**config.mk**
```make
export PLATFORM = sky130hd
export DESIGN_NAME = led_status_overlay
export DESIGN_NICKNAME = d
export VERILOG_FILES = /design/src/rtl/led_status_overlay.sv
export SDC_FILE = /design/constraint.sdc
export NUM_CORES = 1
export LEC_CHECK = 0
export BUFFER_PORTS_ARGS = -buffer_cell sky130_fd_sc_hd__buf_4
export CAP_MARGIN = 0
export CORE_ASPECT_RATIO = 2
export CORE_MARGIN = 8
export CORE_UTILIZATION = 53
export DETAILED_ROUTE_END_ITERATION = 10
export HOLD_SLACK_MARGIN = 0.06
export PLACE_DENSITY = 0.73
export SYNTH_ARGS = -nofsm -noshare
export SYNTH_HDL_FRONTEND = slang
export SYNTH_SLANG_ARGS = --single-unit
export TNS_END_PERCENT = 30
```
**constraint.sdc**
```tcl
create_clock -name clk -period 2.3 [get_ports clk]
set_input_delay 0.345 -clock clk [delete_from_list [all_inputs] [get_ports clk]]
set_output_delay 0.345 -clock clk [all_outputs]
set_load 0.02 [all_outputs]
```
**src/rtl/led_status_overlay.sv**
```systemverilog
// LED output stage: passes the breathe PWM vector through, blinks event codes
// on handshake, and shows an alternating error pattern while an error is latched.
module led_status_overlay #(
  parameter int unsigned LED_WIDTH   = 8,
  parameter int unsigned CLKS_PER_MS = 50000,
  parameter int unsigned BLINK_MS    = 100,
  parameter int unsigned BLINK_COUNT = 3
) (
  input  logic                 clk,
  input  logic                 rst_n,
  input  logic [LED_WIDTH-1:0] breathe_data,
  input  logic                 evt_valid,
  input  logic [LED_WIDTH-1:0] evt_code,
  output logic                 evt_ready,
  input  logic                 err_flag,
  input  logic                 err_clr,
  output logic [LED_WIDTH-1:0] led_data,
  output logic                 busy
);

  localparam int unsigned TICK_W = (CLKS_PER_MS > 1) ? $clog2(CLKS_PER_MS) : 1;

  localparam logic [TICK_W-1:0] TICK_MAX  = TICK_W'(CLKS_PER_MS - 1);
  localparam logic [15:0]       MS_MAX    = 16'(BLINK_MS - 1);
  localparam logic [7:0]        BLINK_TGT = 8'(BLINK_COUNT);

  function automatic logic [LED_WIDTH-1:0] alt_pattern();
    logic [LED_WIDTH-1:0] p;
    p = '0;
    for (int unsigned i = 0; i < LED_WIDTH; i++) begin
      p[i] = (i % 2 == 0);
    end
    return p;
  endfunction

  localparam logic [LED_WIDTH-1:0] ALT_PAT = alt_pattern();

  typedef enum logic [1:0] {
    S_PASS  = 2'd0,
    S_ON    = 2'd1,
    S_OFF   = 2'd2,
    S_ERROR = 2'd3
  } state_t;

  state_t               state_q, state_d;
  logic [TICK_W-1:0]    tick_cnt_q, tick_cnt_d;
  logic [15:0]          ms_cnt_q, ms_cnt_d;
  logic [7:0]           blink_cnt_q, blink_cnt_d;
  logic [7:0]           blink_inc;
  logic [LED_WIDTH-1:0] code_q, code_d;
  logic [LED_WIDTH-1:0] pat_q, pat_d;
  logic [LED_WIDTH-1:0] led_q, led_d;
  logic                 err_q, err_d;
  logic                 tick;
  logic                 phase_done;

  assign tick       = (tick_cnt_q == TICK_MAX);
  assign phase_done = tick && (ms_cnt_q == MS_MAX);
  assign blink_inc  = blink_cnt_q + 8'd1;

  // An error asserted this cycle must also block the handshake, hence err_flag here.
  assign evt_ready = (state_q == S_PASS) && !err_flag;
  assign busy      = (state_q != S_PASS);
  assign led_data  = led_q;

  always_comb begin
    state_d     = state_q;
    led_d       = led_q;
    code_d      = code_q;
    blink_cnt_d = blink_cnt_q;
    pat_d       = pat_q;
    err_d       = err_flag | (err_q & ~err_clr);

    unique case (state_q)
      S_PASS: begin
        led_d = breathe_data;
        if (evt_valid && evt_ready) begin
          code_d      = evt_code;
          blink_cnt_d = '0;
          state_d     = S_ON;
        end
      end
      S_ON: begin
        led_d = code_q;
        if (phase_done) state_d = S_OFF;
      end
      S_OFF: begin
        led_d = '0;
        if (phase_done) begin
          blink_cnt_d = blink_inc;
          state_d     = (blink_inc == BLINK_TGT) ? S_PASS : S_ON;
        end
      end
      S_ERROR: begin
        led_d = pat_q;
        if (phase_done) pat_d = ~pat_q;
        if (!err_d) state_d = S_PASS;
      end
      default: state_d = S_PASS;
    endcase

    // Error overrides every state; entering it aborts any blink sequence.
    if (err_d) begin
      state_d = S_ERROR;
      if (state_q != S_ERROR) begin
        blink_cnt_d = '0;
        code_d      = '0;
        pat_d       = ALT_PAT;
      end
    end
  end

  always_comb begin
    tick_cnt_d = tick_cnt_q;
    ms_cnt_d   = ms_cnt_q;
    if (state_d != state_q) begin
      tick_cnt_d = '0;
      ms_cnt_d   = '0;
    end else if (tick) begin
      tick_cnt_d = '0;
      ms_cnt_d   = phase_done ? '0 : ms_cnt_q + 16'd1;
    end else begin
      tick_cnt_d = tick_cnt_q + TICK_W'(1);
    end
  end

  always_ff @(posedge clk or negedge rst_n) begin
    if (!rst_n) begin
      state_q     <= S_PASS;
      tick_cnt_q  <= '0;
      ms_cnt_q    <= '0;
      blink_cnt_q <= '0;
      code_q      <= '0;
      pat_q       <= '0;
      led_q       <= '0;
      err_q       <= 1'b0;
    end else begin
      state_q     <= state_d;
      tick_cnt_q  <= tick_cnt_d;
      ms_cnt_q    <= ms_cnt_d;
      blink_cnt_q <= blink_cnt_d;
      code_q      <= code_d;
      pat_q       <= pat_d;
      led_q       <= led_d;
      err_q       <= err_d;
    end
  end

endmodule

```
* Yosys cells after proc, flatten, opt, wreduce, memory -nomap -nowiden *
Cells that the tools add are included.

storage, ports and cells
  register bits = 67

cells by class
  bitwise operators = 4
  $add $sub $neg = 3
  muxes and demuxes = 25
  reduce and logical (&&, ||, !) cells = 7
  eq/ne operators = 8

operators by type and width
  kind                                            number
  2-to-1 mux 8 bit                                12
  2-to-1 mux 16 bit                               5
  adder 16 x 1 -> 16 bit, second input constant   2
  one-hot mux 8 bit (4 select lines)              1
  == test 16 bit, second input constant           1
  == test 16 x 7 -> 1 bit, second input constant  1
  one-hot mux 8 bit (2 select lines)              1
  adder 8 x 1 -> 8 bit, second input constant     1
  == test 8 x 2 -> 1 bit, second input constant   1
  2-to-1 mux 2 bit                                4
  NOT 8 bit                                       1
  one-hot mux 2 bit (4 select lines)              1
  == test 2 bit, second input constant            2
  nonzero test 2 bit                              2
  logical AND 1 bit                               3
  == test 2 x 1 -> 1 bit, second input constant   1
  logical NOT 2 bit                               1
  != test 2 bit                                   1
  != test 2 bit, second input constant            1
  bitwise AND 1 bit                               1
  logical NOT 1 bit                               1
  2-to-1 mux 1 bit                                1
  NOT 1 bit                                       1
  bitwise OR 1 bit                                1

* Logic depth before layout (Yosys ltp) *
Gate-level depths: netlist (run 1).

  depth in word-level cells = 8
  mapped depth = 9
  mapped depth without buffers = 6

* Worst setup path before layout (run 1) *
Ideal clock, no wire load.

  path type = register to register
  from = register ms_cnt_q[10]
  to = register pat_q[1]
  arrival = 2.281 ns
  path slack = -0.100 ns
  stages on the path, launching flop included = 8
  data required time = 2.181 ns
  clock period less this slack = 2.400 ns
  path buffers = 2
  cell sequence = dfrtp_1 -> or4_4 -> or4_4 -> buf_6 -> or3_1 -> buf_6 -> nand3_1 -> o21ai_2

on the way
  cells in the longest elaborated chain, start to end = 6

ends and longest elaborated chain
  what                       RTL line  RTL
  start: declaration         47        logic [15:0] ms_cnt_q, ms_cnt_d;
  start signal: assignment   140       ms_cnt_q <= ms_cnt_d;
  == test 16 x 7 -> 1 bit *  58        assign phase_done = tick && (ms_cnt_q == MS_MAX);
  logical AND 1 bit *        58
  2-to-1 mux 8 bit *         96        if (phase_done) pat_d = ~pat_q;
  2-to-1 mux 8 bit *         74        unique case (state_q)
  2-to-1 mux 8 bit           105       if (state_q != S_ERROR) begin
  2-to-1 mux 8 bit *         103       if (err_d) begin
  named net pat_d[1]         51        logic [LED_WIDTH-1:0] pat_q, pat_d;
  end signal: assignment     143       pat_q <= pat_d;
  end: declaration           51

Mark *: on every way through the listed nets, which the timed path passes. The rest lies on a longest branch.
A chain may end at the register's enable or synchronous reset.

* Worst setup path in the final report (run 1) *
  from = register ms_cnt_q[10]
  to = register blink_cnt_q[5]

on the way
  cells in the longest elaborated chain, start to end = 6

ends and longest elaborated chain
  what                                  RTL line  RTL
  == test 16 x 7 -> 1 bit *             58
  logical AND 1 bit *                   58
  2-to-1 mux 8 bit *                    89        if (phase_done) begin
  one-hot mux 8 bit (2 select lines) *  74
  2-to-1 mux 8 bit                      105
  2-to-1 mux 8 bit *                    103
  named net blink_cnt_d[5]              48        logic [7:0] blink_cnt_q, blink_cnt_d;
  end signal: assignment                141       blink_cnt_q <= blink_cnt_d;
  end: declaration                      48

Marks and branches as above.

==> results of run 1 <==
## cells in the final DEF (no fill, tap or decap), types with 2 or more instances in the layout
cell	n
nand3b_1	3
a22o_1	8
or3_1	2
clkinvlp_4	2
and4_1	4
o21ai_2	4
o21ai_0	11
mux2_2	9
mux2i_1	5
nor4bb_1	2
dfrtp_1	67
buf_4	58
nor4_4	3
nor3_1	11
nor3_2	2
nand3_1	9
nor3_4	2
nand2_1	39
and3_1	5
or4_4	4
nor2_2	2
nand4_1	17
inv_1	4
a21oi_1	20
a21oi_2	2
and2_1	2
xor2_1	12
nor2_1	43
nor2b_1	3
clkbuf_16	11
a22oi_1	2
nand3_2	4
a211o_1	4
xnor2_1	12
ha_1	4
nor4_1	4
clkbuf_1	2
## worst max-delay path: cells and delay by family, from the launching register on
family                    cells  cell delay (ps)
and+or+nand+nor               4             1480
buffers and inverters         1              170
xor gates and xnor gates      1              160
DFF                           1              390
## cell families (layout without fill, tap and decap cells)
kind of cell / after synthesis / after routing / share of synthesized area [%]
and+or+nand+nor: 170 / 170 / 26.2
muxes: 14 / 14 / 4.36
adders and majority gates: 4 / 4 / 1.44
xor gates and xnor gates: 24 / 24 / 6.05
AOI/OAI and AO/OA: 58 / 58 / 10.9
buffers and inverters: 21 / 83 / 2.81
DFF: 67 / 67 / 48.3
## area by class of cell
cell class	count	area [sq um]	area share [%]
clock buffers	12	246	5.57
clock inverters	4	50.0	1.13
inverters	4	15.0	0.339
multi-input cells	270	1790	40.6
flip-flops and latches	67	1680	37.9
well taps	88	110	2.49
repair buffers	63	532	12.0
## Yosys cell counts, types with 2 or more instances
master,instances
o21ai_2,4
xnor2_1,12
mux2i_1,5
and3_1,5
a211o_1,4
nand3b_1,3
or4_4,4
nor2b_1,3
o21ai_0,11
inv_1,4
a22o_1,8
a22oi_1,2
nor4_2,3
and4_1,4
or3_1,3
nand2_1,39
clkbuf_1,11
nor4bb_1,2
nor2_1,46
mux2_2,9
nand4_1,17
nor3_1,13
ha_1,4
dfrtp_1,67
nor4_1,5
buf_2,3
xor2_1,12
a21oi_1,22
and2_1,2
buf_6,2
nand3_1,13
## routing by layer
| metal | GRT usage (%) | share of wire, % | up-vias | wire [microns] |
|---|---|---|---|---|
| met1 | 22.4 | 42 | 1422 | 3630 |
| met3 | 4.28 | 4.1 | 11 | 354 |
| met2 | 31.3 | 52 | 71 | 4470 |
| li1 | - | - | 1403 | - |
| met4 | 10.3 | 2.1 | 0 | 184 |
| met5 | 0 | 0 | - | 0 |
## power by group
part | leakage (nW) | internal [mW] | total, mW | switching, mW
Combinational | 0.949 | 0.135 | 0.308 | 0.172
Clock | 0.139 | 0.867 | 1.37 | 0.500
Sequential | 0.890 | 1.22 | 1.26 | 0.0364
## stage by stage
step | hold WS, ps | std cells | cell area [sq um] | worst slack (ps)
2_1_floorplan | 49.4 | 358 | 3490 | -31.3
5_1_grt | 181 | 508 | 4420 | -71.5
3_3_place_gp | 470 | 489 | 3980 | 18.4
4_1_cts | 137 | 505 | 4290 | -36.8
3_5_place_dp | 468 | 489 | 3980 | -32.0
6_report | 102 | 508 | 4420 | -30.4
## worst paths after layout
| path | startpoint | end | depth (start not counted) | slack, ps |
|---|---|---|---|---|
| setup / recovery | ms_cnt_q[10] | blink_cnt_q[5] | 6 | -30 |
| hold / removal | rst_n | tick_cnt_q[13] | 1 | 100 |
| setup reg to reg | ms_cnt_q[10] | blink_cnt_q[5] | 6 | -30 |
| hold reg to reg | pat_q[0] | pat_q[0] | 1 | 480 |
| max in group asynchronous | rst_n | ms_cnt_q[0] | 1 | 1640 |
| min in group clk | breathe_data[5] | led_data[5] | 2 | 230 |
## repair_timing
| item | 4_1_cts | 5_1_grt |
|---|---|---|
| buffers inserted | 0 | 1 |
| gates resized for setup | 2 | 16 |
| pin swaps | 0 | 11 |
| hold endpoints to repair | 0 | 0 |
| cloned | 0 | 2 |
| setup endpoints to repair | 8 | 33 |
## flip-flops by register name, summed over array words and instances (netlist names)
| name | count |
|---|---|
| err_q | 1 |
| pat_q | 8 |
| ms_cnt_q | 16 |
| tick_cnt_q | 16 |
| code_q | 8 |
| led_data | 8 |
| blink_cnt_q | 8 |
| state_q | 2 |
==> flow_metrics.env, run 1 <==
export IMPL_vdd_drop_max_uv=642
export IMPL_required_ps=2510
export IMPL_yosys_top_cells_area="dfrtp_1 (48%), nor2_1 (5.0%), nand2_1 (4.2%)"
export IMPL_synthFlopType="dfrtp_1"
export IMPL_ant_nets=0
export IMPL_nets=440
export IMPL_crit_path_frequent_cell="or4_4"
export IMPL_critPathArrivalTime_ps=2540
export IMPL_fin_setup_tns_ps=-60.4
export IMPL_synth_nets=383
export IMPL_fp_dieW_microns=73.2
export IMPL_path_clk_slew_ps=50
export IMPL_cts_buffers_inserted=9
export IMPL_vias=2907
export IMPL_grt_pass1_vias=2930
export IMPL_postSynthAreaPerCell_sq_um=9.70
export IMPL_path_cells="or4_4 -> or4_4 -> buf_8 -> nor4_4 -> xnor2_1 -> nor2_1"
export IMPL_grt_max_degree=68
export IMPL_core_area_sq_um=6460
export IMPL_post_route_min_period_ps=2330
export IMPL_p_per_area_nw_per_um2=662
export IMPL_maxSlewViolCount=0
export IMPL_wl_per_cell_microns=17.0
export IMPL_clk_latency_ps=330
export IMPL_syn2layout_area_growth_pct=27.4
export IMPL_drv_cap=0
export IMPL_yosysWarnings=0
export IMPL_place_hpwl_mm=5.90
export IMPL_die_area_sq_um=9560
export IMPL_diodes=0
export IMPL_root_buffer="clkbuf_16"
export IMPL_grt_pass1_wl_mm=14.0
export IMPL_cts_sinks=67
export IMPL_p_leak_nw=1.98
export IMPL_postCtsHoldBufs=0
export IMPL_final_util_pct=68.4
export IMPL_synth_top_cell_area_share_pct=48.3
export IMPL_rsz0062_at_grt="yes"
export IMPL_slew_headroom_pct=44.5
export IMPL_cpPeakStageDelay_ps=600
export IMPL_ys_ff_latch=67
export IMPL_worstSetupPathType="register to register"
export IMPL_ys_types=47
export IMPL_drt_pass1_iter_count=5
export IMPL_setup_viol=10
export IMPL_worstSetupStartpointType="register"
export IMPL_fillers=489
export IMPL_synth_edff_count=0
export IMPL_yosys_area_top_type="dfrtp_1"
export IMPL_hp_class="input pin to async pin"
export IMPL_h_tree_depth=3
export IMPL_status="finished, violations left"
export IMPL_yosysSeqAreaShare_pct=48.3
export IMPL_drtIter0Drc=239
export IMPL_setup_ws_ps=-30.4
export IMPL_synthArstFlopShare_pct=100
export IMPL_tightestPinTransition_ps=832
export IMPL_drc=0
export IMPL_antenna_found_initial=0
export IMPL_gp_congestion=0.837
export IMPL_cts_max_path_buffers=2
export IMPL_finClkSkew_ps=7.46
export IMPL_violations="setup timing"
export IMPL_worst_path_max_delay_cell="or4_4"
export IMPL_row_count=42
export IMPL_fmax_mhz=429
export IMPL_routed_via_density=5.72
export IMPL_grt_overflow=0
export IMPL_critPathMaxFanout=5
export IMPL_num_io_pins=31
export IMPL_hold_violations=0
export IMPL_die_y_microns=130
export IMPL_cp_end_kind="register"
export IMPL_cts_tree="done"
export IMPL_drive_gt1_share_pct=27.9
export IMPL_routed_wl_mm=8.64
export IMPL_synthCells=358
export IMPL_fin_crit_sh_pct=101
export IMPL_initial_utilization_pct=53.7
export IMPL_portBuffers=30
export IMPL_synth_cell_area_sq_um=3470
export IMPL_finalPower_mw=2.93
export IMPL_grt_util_all_layers_pct=19.1
Note: power is estimated with default switching activity, not from simulation.
==> run 2: changes to the inputs <==
--- a/config.mk
+++ b/config.mk
@@ -7,12 +7,13 @@
 export LEC_CHECK = 0
 export BUFFER_PORTS_ARGS = -buffer_cell sky130_fd_sc_hd__buf_4
 export CAP_MARGIN = 0
-export CORE_ASPECT_RATIO = 2
 export CORE_MARGIN = 8
 export CORE_UTILIZATION = 53
 export DETAILED_ROUTE_END_ITERATION = 10
 export HOLD_SLACK_MARGIN = 0.06
 export PLACE_DENSITY = 0.73
+export SETUP_SLACK_MARGIN = 0.3
+export SLEW_MARGIN = 20
 export SYNTH_ARGS = -nofsm -noshare
 export SYNTH_HDL_FRONTEND = slang
 export SYNTH_SLANG_ARGS = --single-unit
==> flow_metrics.env, run 2 (synthesis results as in run 1) <==
export IMPL_root_buffer="clkbuf_8"
export IMPL_num_io_pins=31
export IMPL_fp_dieW_microns=97.0
export IMPL_clk_latency_ps=350
export IMPL_tightestPinTransition_ps=835
export IMPL_dpl_instance_area_sq_um=3960
export IMPL_critPathMaxFanout=7
export IMPL_antenna_found_initial=0
export IMPL_worstSetupStartpointType="register"
export IMPL_r2r_end="blink_cnt_q[7]"
export IMPL_portBuffers=30
export IMPL_grt_util_all_layers_pct=18.1
export IMPL_post_route_min_period_ps=2280
export IMPL_rr_worst_depth=6
export IMPL_required_ps=2530
export IMPL_hold_violations=0
export IMPL_critPathArrivalTime_ps=2510
export IMPL_cts_sinks=67
export IMPL_grt_overflow=0
export IMPL_diodes=0
export IMPL_p_leak_nw=1.93
export IMPL_vias=2938
export IMPL_p_per_area_nw_per_um2=577
export IMPL_met2_wirelength_mm=4.31
export IMPL_gp_congestion=0.854
export IMPL_die_y_microns=97.0
export IMPL_drtIter0Drc=173
export IMPL_wl_per_cell_microns=17.0
export IMPL_cp_end_kind="register"
export IMPL_routed_wl_mm=8.46
export IMPL_fin_crit_sh_pct=99.2
export IMPL_reg_largest_list="ms_cnt_q: 16 flops, tick_cnt_q: 16 flops"
export IMPL_worstSetupPathType="register to register"
export IMPL_h_tree_depth=3
export IMPL_routed_via_density=5.92
export IMPL_cts_buffers_inserted=9
export IMPL_final_util_pct=70.0
export IMPL_nets=439
export IMPL_drive_gt1_share_pct=34.1
export IMPL_drt_pass1_iter_count=4
export IMPL_worstReg2RegStart="ms_cnt_q[4]"
export IMPL_place_hpwl_mm=5.71
export IMPL_syn2layout_area_growth_pct=27.9
export IMPL_drc=0
export IMPL_hp_class="input pin to async pin"
export IMPL_whs_ps=92.1
export IMPL_finClkSkew_ps=9.59
export IMPL_grt_max_degree=68
export IMPL_slew_headroom_pct=44.3
export IMPL_layout_commonest_cell="dfrtp_1"
export IMPL_grt_pass1_wl_mm=14.1
export IMPL_met1Wirelength_mm=3.63
export IMPL_fmax_mhz=439
export IMPL_ant_nets=0
export IMPL_die_area_sq_um=9400
export IMPL_setup_viol=0
export IMPL_cts_max_path_buffers=2
export IMPL_drv_cap=0
export IMPL_vdd_drop_max_uv=430
export IMPL_maxSlewViolCount=0
export IMPL_core_area_sq_um=6350
export IMPL_reg2reg_setup_slack_ps=20
export IMPL_grt_pass1_vias=2815
export IMPL_cts_tree="done"
export IMPL_route_met3_wl_microns=351
export IMPL_initial_utilization_pct=54.7
export IMPL_fillers=470
export IMPL_path_clk_slew_ps=80
export IMPL_status="completed"
export IMPL_row_count=29
export IMPL_rsz0062_at_grt="yes"
export IMPL_fin_area_sq_um=4440
export IMPL_postCtsHoldBufs=0
export IMPL_topRoutingLayerUsed="met4"
export IMPL_final_cell_mix="dfrtp_1 (67), buf_4 (55), nand2_1 (39)"
run 2: cell types whose count changed in the layout (fill, tap and decap cells not counted), sizes merged:
cell      change
clkinv        +3
clkbuf        -4
clkinvlp      -1
inv           +1
run 2: metrics by stage:
step,power [mW],setup TNS [ps],setup WS (ps),cells
after detailed placement,1.55,0,2.54,477
final,2.56,0,19.5,496
after CTS,2.54,0,31.9,494
after floorplan,1.41,-520,-31.3,358
after global placement,1.54,0,28.6,477
after global routing,2.67,-256,-43.8,496
run 2: how the worst max path moves through the flow:
stage,start,end,cells past startpoint
after floorplan,ms_cnt_q[4],pat_q[1],7
after global placement,ms_cnt_q[13],blink_cnt_q[1],6
after detailed placement,ms_cnt_q[13],blink_cnt_q[7],6
after CTS,ms_cnt_q[4],blink_cnt_q[1],6
after global routing,ms_cnt_q[2],blink_cnt_q[5],6
final,ms_cnt_q[4],blink_cnt_q[7],6
run 2: area by class of cell:
type                       instances  area (sq um)  area share [%]
clock buffer                       9           124            2.79
sequential                        67          1680            37.7
multi-input combinational        270          1930            43.4
clock inverter                     7          77.6            1.75
timing repair buffer              62           527            11.9
tap                               77          96.3            2.17
inverter                           4          15.0           0.338
run 2: layer usage:
| layer | vias up | global-route usage (%) |
|---|---|---|
| li1 | 1396 | - |
| met4 | 0 | 8.99 |
| met1 | 1468 | 22.8 |
| met3 | 13 | 3.56 |
| met2 | 61 | 29.0 |
| met5 | - | 0 |
run 2: critical path, cell delays in order, from the launching register on:
cell and delay [ps]:
dfrtp_1 380, or4_4 530, or4_4 600, buf_6 180, nor4_4 260, xnor2_1 150
nor2_1 60
run 2: power breakdown:
group / leakage (nW) / switching [mW] / internal, mW
clock: 0.0998 / 0.483 / 0.507
sequential: 0.890 / 0.0339 / 1.22
combinational: 0.945 / 0.186 / 0.136
total: 1.93 / 0.703 / 1.86
run 2: repair_timing:
| action | CTS | global route |
|---|---|---|
| endpoints found under the setup margin | 39 | 48 |
| gates resized for setup | 4 | 50 |
| gates cloned | 0 | 1 |
| pin swaps | 5 | 11 |
| buffers inserted | 1 | 1 |
==> run 3: changes to the inputs <==
--- a/config.mk
+++ b/config.mk
@@ -10,9 +10,8 @@
 export CORE_MARGIN = 8
 export CORE_UTILIZATION = 53
 export DETAILED_ROUTE_END_ITERATION = 10
-export HOLD_SLACK_MARGIN = 0.06
 export PLACE_DENSITY = 0.73
-export SETUP_SLACK_MARGIN = 0.3
+export SETUP_SLACK_MARGIN = 0.1
 export SLEW_MARGIN = 20
 export SYNTH_ARGS = -nofsm -noshare
 export SYNTH_HDL_FRONTEND = slang
==> flow_metrics.env, run 3 (synthesis results as in run 1) <==
export IMPL_cp_end_kind="register"
export IMPL_grt_max_degree=68
export IMPL_grt_overflow=0
export IMPL_grt_pass1_vias=2858
export IMPL_path_cells="or4_4 -> or4_4 -> nor3_4 -> a311o_2 -> clkbuf_16 -> a21oi_1"
export IMPL_fmax_mhz=431
export IMPL_hp_class="input pin to async pin"
export IMPL_worst_path_max_delay_cell="or4_4"
export IMPL_path_clk_slew_ps=80
export IMPL_die_area_sq_um=9400
export IMPL_power_switching_mw=0.680
export IMPL_rsz0062_at_grt="yes"
export IMPL_post_route_min_period_ps=2320
export IMPL_whs_ps=75.7
export IMPL_path_buf_inv=1
export IMPL_violations="setup timing"
export IMPL_crit_path_frequent_cell="or4_4"
export IMPL_use_met3_pct=3.49
export IMPL_clk_latency_ps=350
export IMPL_syn2layout_area_growth_pct=24.1
export IMPL_fillers=473
export IMPL_tightestPinTransition_ps=830
export IMPL_diodes=0
export IMPL_final_util_pct=67.9
export IMPL_place_hpwl_mm=5.61
export IMPL_drtIter0Drc=169
export IMPL_p_per_area_nw_per_um2=613
export IMPL_worstSetupPathType="register to register"
export IMPL_drv_cap=0
export IMPL_antenna_found_initial=0
export IMPL_setup_ws_ps=-18.2
export IMPL_num_io_pins=31
export IMPL_final_cell_mix="dfrtp_1 (67), buf_4 (55), nor2_1 (45)"
export IMPL_cts_buffers_inserted=9
export IMPL_routed_via_density=5.94
export IMPL_comb_power_share_pct=11.3
export IMPL_hold_violations=0
export IMPL_layout_commonest_cell="dfrtp_1"
export IMPL_nets=438
export IMPL_wl_per_cell_microns=17.1
export IMPL_status="finished, violations left"
export IMPL_die_y_microns=97.0
export IMPL_vdd_drop_max_uv=436
export IMPL_cts_tree="done"
export IMPL_worstSetupStartpointType="register"
export IMPL_fp_dieW_microns=97.0
export IMPL_row_count=29
export IMPL_fin_crit_sh_pct=101
export IMPL_setup_viol=17
export IMPL_grt_util_all_layers_pct=17.8
export IMPL_drive_gt1_share_pct=27.3
export IMPL_critPathMaxFanout=6
export IMPL_h_tree_depth=3
export IMPL_routed_wl_mm=8.44
export IMPL_slew_headroom_pct=44.6
export IMPL_sw_frac_of_total_pct=25.7
export IMPL_power_frac_clock_pct=41.5
export IMPL_power_internal_mw=1.96
export IMPL_grt_use_met2_pct=29.7
export IMPL_gp_congestion=0.816
export IMPL_p_leak_nw=1.95
export IMPL_finClkSkew_ps=13.6
export IMPL_root_buffer="clkbuf_8"
export IMPL_cpPeakStageDelay_ps=590
export IMPL_cts_max_path_buffers=2
export IMPL_portBuffers=30
export IMPL_grt_pass1_wl_mm=13.9
export IMPL_use_met1_pct=21.2
export IMPL_drc=0
export IMPL_reg_largest_list="ms_cnt_q: 16 flops, tick_cnt_q: 16 flops"
export IMPL_maxSlewViolCount=0
export IMPL_ant_nets=0
export IMPL_grt_busiest_layer="met2"
export IMPL_critPathArrivalTime_ps=2550
export IMPL_drt_pass1_iter_count=4
export IMPL_vias=2940
export IMPL_crit_family="simple AND/OR/NAND/NOR gates"
export IMPL_core_area_sq_um=6350
export IMPL_initial_utilization_pct=54.7
export IMPL_required_ps=2540
export IMPL_cts_sinks=67
export IMPL_seq_power_share_pct=47.2
run 3: cell types whose count changed in the layout (fill, tap and decap cells not counted), sizes merged:
cell / delta
buf: -1
bufinv: +1
clkinv: -2
inv: +1
run 3: what timing repair did:
action / in CTS / in global routing
hold buffers: 0 / 0
setup endpoints to repair: 32 / 39
setup buffers: 0 / 2
cloned: 0 / 2
pin swaps: 10 / 9
resized for setup: 9 / 6
run 3: final timing paths:
kind	end	start	slack [ps]	cells past startpoint
worst min-delay path	pat_q[5]	rst_n	80	1
worst max-delay path	ms_cnt_q[12]	ms_cnt_q[2]	-20	6
min in group clk	led_data[2]	breathe_data[2]	210	2
worst max register to register	ms_cnt_q[12]	ms_cnt_q[2]	-20	6
worst min register to register	pat_q[6]	pat_q[6]	470	1
max in group asynchronous	tick_cnt_q[0]	rst_n	1660	1
run 3: cell type report:
type / instances / area [sq um] / share of cell area (%)
repair buffers: 61 / 515 / 12.0
clock inverters: 7 / 98.8 / 2.29
well taps: 77 / 96.3 / 2.23
inverters: 4 / 15.0 / 0.348
flip-flops and latches: 67 / 1680 / 38.9
multi-input cells: 270 / 1790 / 41.4
clock buffers: 9 / 124 / 2.87
run 3: worst register-to-register path, stage by stage, from the launching register on:
cell and delay, ps:
dfrtp_1 400, or4_4 550, or4_4 590, nor3_4 220
a311o_2 240, clkbuf_16 180, a21oi_1 40
run 3: metal layers:
| layer | wire length [microns] | share of wire [%] |
|---|---|---|
| met1 | 3660 | 43 |
| met2 | 4190 | 50 |
| met3 | 418 | 5.0 |
| met4 | 178 | 2.1 |
| met5 | 0 | 0 |
run 3: per-stage QoR:
stage | power [mW] | TNS [ps] | instance area (sq um) | cells | setup slack (ps)
3_3_place_gp | 1.54 | 0 | 3960 | 475 | 0.699
5_1_grt | 2.74 | -1190 | 4310 | 495 | -63.2
4_1_cts | 2.63 | -506 | 4240 | 491 | -34.4
3_5_place_dp | 1.54 | -372 | 3960 | 475 | -81.9
6_report | 2.64 | -186 | 4310 | 495 | -18.2
2_1_floorplan | 1.41 | -520 | 3490 | 358 | -31.3
run 3: power groups by stage:
| stage | registers (mW) | clock network [mW] | logic [mW] |
|---|---|---|---|
| floorplan | 1.28 | 0 | 0.139 |
| global placement | 1.27 | 0 | 0.269 |
| detailed placement | 1.27 | 0 | 0.273 |
| CTS | 1.25 | 1.11 | 0.276 |
| global route | 1.25 | 1.16 | 0.332 |
| finish | 1.25 | 1.10 | 0.299 |
